<file path="src/rtl/audio_mixer_seq.sv">
// Sequential audio mixer: scales, routes and sums NCH unsigned channels, one
// channel per cycle, into saturated left/right outputs with an optional mono downmix.
module audio_mixer_seq #(
    parameter int NCH = 4,
    parameter int IW  = 8,
    parameter int OW  = 16
) (
    input  logic              clk,
    input  logic              reset_n,
    input  logic              sample_stb,
    input  logic [NCH*IW-1:0] ch_data,
    input  logic [NCH*4-1:0]  ch_vol,
    input  logic [NCH*2-1:0]  ch_pan,
    input  logic              mono,
    input  logic              ovr_clr,
    output logic [OW-1:0]     audio_l,
    output logic [OW-1:0]     audio_r,
    output logic              out_valid,
    output logic              busy,
    output logic              overrun
);

    localparam int TW    = OW - 1;
    localparam int SHIFT = OW - 1 - IW - 4;
    localparam int AW    = OW - 1 + $clog2(NCH) + 1;
    localparam int IDXW  = (NCH > 1) ? $clog2(NCH) : 1;

    localparam logic [IDXW-1:0] LAST_IDX = IDXW'(NCH - 1);
    localparam logic [AW-1:0]   MAX_POS  = {{(AW - TW){1'b0}}, {TW{1'b1}}};

    typedef enum logic [1:0] {
        IDLE,
        ACCUM,
        OUTPUT
    } state_t;

    state_t state_q;
    state_t state_d;

    logic              latch_en;
    logic              accum_en;
    logic              output_en;

    logic [NCH*IW-1:0] sh_data;
    logic [NCH*4-1:0]  sh_vol;
    logic [NCH*2-1:0]  sh_pan;
    logic              sh_mono;
    logic [IDXW-1:0]   idx_q;
    logic [AW-1:0]     acc_l;
    logic [AW-1:0]     acc_r;

    logic [IW-1:0]     cur_sample;
    logic [3:0]        cur_vol;
    logic [1:0]        cur_pan;
    logic [IW+3:0]     product;
    logic [TW-1:0]     term;
    logic [AW-1:0]     term_ext;
    logic [AW-1:0]     mix_sum;
    logic [AW-1:0]     mix_half;

    // Clamp an accumulator to the positive half of the signed output range.
    function automatic logic [OW-1:0] saturate(input logic [AW-1:0] value);
        if (value > MAX_POS) begin
            return {1'b0, {TW{1'b1}}};
        end
        return {1'b0, value[TW-1:0]};
    endfunction

    always_ff @(posedge clk or negedge reset_n) begin
        if (!reset_n) begin
            state_q <= IDLE;
        end else begin
            state_q <= state_d;
        end
    end

    always_comb begin
        state_d   = state_q;
        latch_en  = 1'b0;
        accum_en  = 1'b0;
        output_en = 1'b0;
        case (state_q)
            IDLE: begin
                if (sample_stb) begin
                    latch_en = 1'b1;
                    state_d  = ACCUM;
                end
            end
            ACCUM: begin
                accum_en = 1'b1;
                if (idx_q == LAST_IDX) begin
                    state_d = OUTPUT;
                end
            end
            OUTPUT: begin
                output_en = 1'b1;
                state_d   = IDLE;
            end
            default: begin
                state_d = IDLE;
            end
        endcase
    end

    assign busy = (state_q != IDLE);

    // The product is at most IW+4 bits; shifting it left aligns full scale with the output MSB.
    assign cur_sample = sh_data[idx_q*IW +: IW];
    assign cur_vol    = sh_vol[idx_q*4 +: 4];
    assign cur_pan    = sh_pan[idx_q*2 +: 2];
    assign product    = {4'b0000, cur_sample} * {{IW{1'b0}}, cur_vol};
    assign term       = TW'(product) << SHIFT;
    assign term_ext   = {{(AW - TW){1'b0}}, term};
    assign mix_sum    = acc_l + acc_r;
    assign mix_half   = mix_sum >> 1;

    always_ff @(posedge clk or negedge reset_n) begin
        if (!reset_n) begin
            sh_data   <= '0;
            sh_vol    <= '0;
            sh_pan    <= '0;
            sh_mono   <= 1'b0;
            idx_q     <= '0;
            acc_l     <= '0;
            acc_r     <= '0;
            audio_l   <= '0;
            audio_r   <= '0;
            out_valid <= 1'b0;
        end else begin
            out_valid <= output_en;
            if (latch_en) begin
                sh_data <= ch_data;
                sh_vol  <= ch_vol;
                sh_pan  <= ch_pan;
                sh_mono <= mono;
                idx_q   <= '0;
                acc_l   <= '0;
                acc_r   <= '0;
            end else if (accum_en) begin
                idx_q <= idx_q + 1'b1;
                if (cur_pan[0]) begin
                    acc_l <= acc_l + term_ext;
                end
                if (cur_pan[1]) begin
                    acc_r <= acc_r + term_ext;
                end
            end
            if (output_en) begin
                if (sh_mono) begin
                    audio_l <= saturate(mix_half);
                    audio_r <= saturate(mix_half);
                end else begin
                    audio_l <= saturate(acc_l);
                    audio_r <= saturate(acc_r);
                end
            end
        end
    end

    // A strobe that cannot be accepted wins over a simultaneous clear.
    always_ff @(posedge clk or negedge reset_n) begin
        if (!reset_n) begin
            overrun <= 1'b0;
        end else if (sample_stb && busy) begin
            overrun <= 1'b1;
        end else if (ovr_clr) begin
            overrun <= 1'b0;
        end
    end

endmodule

</file>
<file path="config.mk">
export PLATFORM = sky130hd
export DESIGN_NAME = audio_mixer_seq
export DESIGN_NICKNAME = d
export VERILOG_FILES = /design/src/rtl/audio_mixer_seq.sv
export SDC_FILE = /design/constraint.sdc
export NUM_CORES = 1
export LEC_CHECK = 0
export BUFFER_PORTS_ARGS = -buffer_cell sky130_fd_sc_hd__buf_2
export CORE_ASPECT_RATIO = 0.9
export CORE_MARGIN = 1.5
export CORE_UTILIZATION = 53
export CTS_CLUSTER_DIAMETER = 100
export CTS_CLUSTER_SIZE = 20
export DETAILED_ROUTE_END_ITERATION = 10
export PLACE_DENSITY = 0.88
export SETUP_SLACK_MARGIN = 0.5
export SYNTH_ARGS = -nofsm -noshare
export SYNTH_HDL_FRONTEND = slang
export SYNTH_SLANG_ARGS = --single-unit
</file>
<file path="constraint.sdc">
create_clock -name clk -period 6.23 [get_ports clk]
set_input_delay 1.246 -clock clk [delete_from_list [all_inputs] [get_ports clk]]
set_output_delay 1.246 -clock clk [all_outputs]
set_load 0.005 [all_outputs]
</file>
==> flow_results.xml <==
<?xml version="1.0" encoding="UTF-8"?>
<metrics>
  <group name="cells_and_area">
    <metric name="antenna_cells" unit="">0</metric>
    <metric name="drive_gt1_share" unit="%">19.44</metric>
    <metric name="layout.area.seq" unit="um^2">3029</metric>
    <metric name="layout-area-overhead-vs-synth" unit="%">17.45</metric>
    <metric name="finish.utilization" unit="%">63.30</metric>
    <metric name="mostFrequentLayoutCells" unit="">nand2_1 (201), dfrtp_1 (120), buf_2 (92)</metric>
    <metric name="most_common_cell_after_layout_fill_and_taps_aside" unit="">nand2_1</metric>
    <metric name="nets" unit="">1040</metric>
    <metric name="multi_input_area" unit="um^2">4265</metric>
    <metric name="fillerInstances" unit="">1064</metric>
  </group>
  <group name="sta">
    <metric name="final_hold_viol_count" unit="">0</metric>
    <metric name="setup_tns" unit="ns">0</metric>
    <metric name="rsz_0062_raised_after_global_routing" unit="">false</metric>
    <metric name="finalClockSkew" unit="ns">0.007991</metric>
    <metric name="setup-violations-final" unit="">0</metric>
    <metric name="layout_min_cycle_time" unit="ns">5.568</metric>
    <metric name="slew_worst_pin" unit="ns">1.002</metric>
    <metric name="fmax" unit="GHz">0.1796</metric>
    <metric name="maxSlewHeadroom" unit="%">33.21</metric>
    <metric name="final_cycle_utilization_of_the_critical_path" unit="%">89.38</metric>
    <metric name="finalMaxSlewViolations" unit="">0</metric>
  </group>
  <group name="synth">
    <metric name="synth_cells" unit="">814</metric>
    <metric name="synth.ff_latch_count" unit="">121</metric>
    <metric name="yosys.area.top_type_share" unit="%">40.27</metric>
    <metric name="yosys.area.top_type" unit="">dfrtp_1</metric>
    <metric name="synthArstFlopShare" unit="%">100.0</metric>
    <metric name="synth_top_cells_by_area" unit="">dfrtp_1 (40%), nand2_1 (10%), ha_1 (9.5%)</metric>
    <metric name="yosysWarningCount" unit="">0</metric>
    <metric name="synth-main-ff-cell" unit="">dfrtp_1</metric>
    <metric name="yosysSeqAreaShare" unit="%">40.27</metric>
    <metric name="synthDistinctLibCells" unit="">57</metric>
    <metric name="synth.avg_cell_area" unit="um^2">9.238</metric>
    <metric name="synth_enable_flop_cells" unit="">0</metric>
    <metric name="syn_area" unit="um^2">7520</metric>
  </group>
  <group name="placed_design">
    <metric name="detailed_place_hpwl" unit="um">12070</metric>
    <metric name="numPortBuffers" unit="">93</metric>
    <metric name="gpl.final_weighted_congestion" unit="">0.8841</metric>
  </group>
  <group name="clock_tree">
    <metric name="ctsLongestPathBuffers" unit="">2</metric>
    <metric name="tritoncts" unit="">done</metric>
    <metric name="clock_insertion_delay_worst_skew" unit="ns">0.44</metric>
    <metric name="worst_setup_hold_path_clk_slew" unit="ns">0.07</metric>
    <metric name="cts_root_buf" unit="">clkbuf_16</metric>
    <metric name="cts.sinks" unit="">121</metric>
    <metric name="htree_num_levels" unit="">4</metric>
    <metric name="tritoncts.num_buffers" unit="">17</metric>
  </group>
  <group name="job">
    <metric name="maxCapViolations" unit="">0</metric>
  </group>
  <group name="floorplanning">
    <metric name="pin_count" unit="">96</metric>
    <metric name="core.rowCount" unit="">41</metric>
    <metric name="fp.coreArea" unit="um^2">13950</metric>
    <metric name="die-area" unit="um^2">14910</metric>
    <metric name="die-height" unit="um">116</metric>
    <metric name="die_w" unit="um">128.6</metric>
    <metric name="initial_core_util" unit="%">53.89</metric>
  </group>
  <group name="global_route">
    <metric name="initial_antenna_violation_count" unit="">0</metric>
    <metric name="first_global_vias" unit="">5868</metric>
    <metric name="wire_length_of_the_first_global_routing_pass" unit="um">28640</metric>
    <metric name="grt_usage" unit="%">24.55</metric>
    <metric name="remaining_global_route_overflow" unit="">0</metric>
    <metric name="grt_start_max_net_pins" unit="">69</metric>
  </group>
  <group name="worst_setup_path">
    <metric name="critPathCaptureType" unit="">flip-flop</metric>
    <metric name="worst_ep_arrival_time" unit="ns">5.90</metric>
    <metric name="worst_path_max_delay_cell" unit="">a221oi_1</metric>
    <metric name="critical_path.max_stage_delay" unit="ns">0.56</metric>
    <metric name="critPathMostFrequentCell" unit="">inv_1</metric>
    <metric name="worst_ep_required_time" unit="ns">6.56</metric>
    <metric name="critical_path.max_fanout" unit="">9</metric>
    <metric name="setup.worst_path.class" unit="">reg -&gt; reg</metric>
    <metric name="worstSetupStartpointType" unit="">flip-flop</metric>
    <metric name="cell_by_cell_listing_of_the_critical_path" unit="">buf_12, buf_4, mux4_2, and2_1, fa_1, inv_1, fa_1, inv_1, ha_1, inv_1, o21bai_1, a2111oi_2, buf_4, o31ai_1, a21oi_1, xnor2_1, ha_1, nand3_1, nor2_1, a221oi_1, o311ai_0, o41ai_1</metric>
  </group>
  <group name="routing">
    <metric name="wire_per_inst" unit="um">15.81</metric>
    <metric name="detailedRoute.firstIterationViolations" unit="">539</metric>
    <metric name="drcViolationCount" unit="">0</metric>
    <metric name="vias" unit="">6289</metric>
    <metric name="post_drt_via_cell_ratio" unit="">5.645</metric>
    <metric name="antenna_violating_nets_left" unit="">0</metric>
    <metric name="detail_route.wirelength" unit="um">17610</metric>
    <metric name="drt_pre_antenna_iters" unit="">5</metric>
  </group>
  <group name="min_path">
    <metric name="worst_hold_path_type" unit="">reg -&gt; reg</metric>
  </group>
  <group name="status">
    <metric name="result_of_the_run" unit="">complete, no violations</metric>
  </group>
</metrics>
[worst max-delay path: cells and delay by family (launching register included)]
kind	cells	cell delay [ns]
xor+xnor	1	0.28
mux	1	0.55
compound gates	7	1.58
flops	1	0.41
simple gates	3	0.36
buf+inv	6	0.62
fa+ha+maj	4	1.67
[Yosys cell counts, drive strengths merged (14+ instances only)]
cell type	instances
a21oi	29
and2	31
clkbuf	24
dfrtp	121
fa	14
ha	57
inv	33
mux4	14
nand2	202
nand3	25
nor2	53
o21ai	37
o22ai	17
xnor2	19
xor2	15
[state kept, by name (all words and copies together) (netlist names)]
signal and cells:
out_valid 1, sh_pan 8, acc_l 15, idx_q 2, acc_r 15, sh_data 32
audio_r 14, state_q 2, overrun 1, sh_vol 16, audio_l 14, sh_mono 1
[logic make-up (layout without fill, tap and decap cells)]
kind of cell | after synthesis | count (layout) | synth area share (%)
flops | 121 | 121 | 40.27
mux | 20 | 20 | 5.008
xor+xnor | 35 | 35 | 4.276
other cells | 1 | 2 | 0.04987
buf+inv | 67 | 173 | 3.677
simple gates | 348 | 348 | 20.02
compound gates | 151 | 151 | 13.49
fa+ha+maj | 71 | 71 | 13.21
[worst paths after layout]
path / endpoint / slack, ns / from / cells after the start
worst max-delay path: acc_r[17] / 0.66 / idx_q[0] / 22
worst min-delay path: sh_data[25] / 0.47 / sh_data[25] / 2
worst max register to register: acc_r[17] / 0.66 / idx_q[0] / 22
worst min register to register: sh_data[25] / 0.47 / sh_data[25] / 2
max in group asynchronous: idx_q[1] / 4.04 / reset_n / 2
min in group asynchronous: acc_l[13] / 0.84 / reset_n / 1
[stage by stage]
stage	area, um^2	cells	hold slack, ns	setup WS [ns]
2_1_floorplan	7525	815	0.4403	0.5103
3_3_place_gp	8133	1073	0.4545	0.4851
3_5_place_dp	8133	1073	0.4583	0.2899
4_1_cts	8748	1108	0.4738	0.5215
5_1_grt	8832	1114	0.4997	0.4490
6_report	8832	1114	0.4706	0.6618
[final cells by class]
| cell class | instances | share of cell area (%) |
|---|---|---|
| clock buffer | 17 | 4.817 |
| clock inverter | 15 | 1.742 |
| inverter | 33 | 1.402 |
| multi-input combinational | 627 | 48.29 |
| sequential | 121 | 34.30 |
| tap | 193 | 2.734 |
| timing repair buffer | 108 | 6.715 |
[timing repair]
action                                  CTS  global route
hold endpoints to repair                  0             0
gates cloned                              0             0
hold buffers                              0             0
buffers inserted                          3             6
resized for setup                         4             7
pin swaps                                 1             4
endpoints found under the setup margin    3             3
[metal layers]
metal | track usage [%] | routed length, um
met3 | 5.402 | 1076
met5 | 0 | 0
met1 | 33.24 | 7835
met4 | 9.963 | 429
met2 | 38.78 | 8270
Power is not shown: default switching activity piles up to over one toggle a cycle in this logic, so the estimate is an artifact.
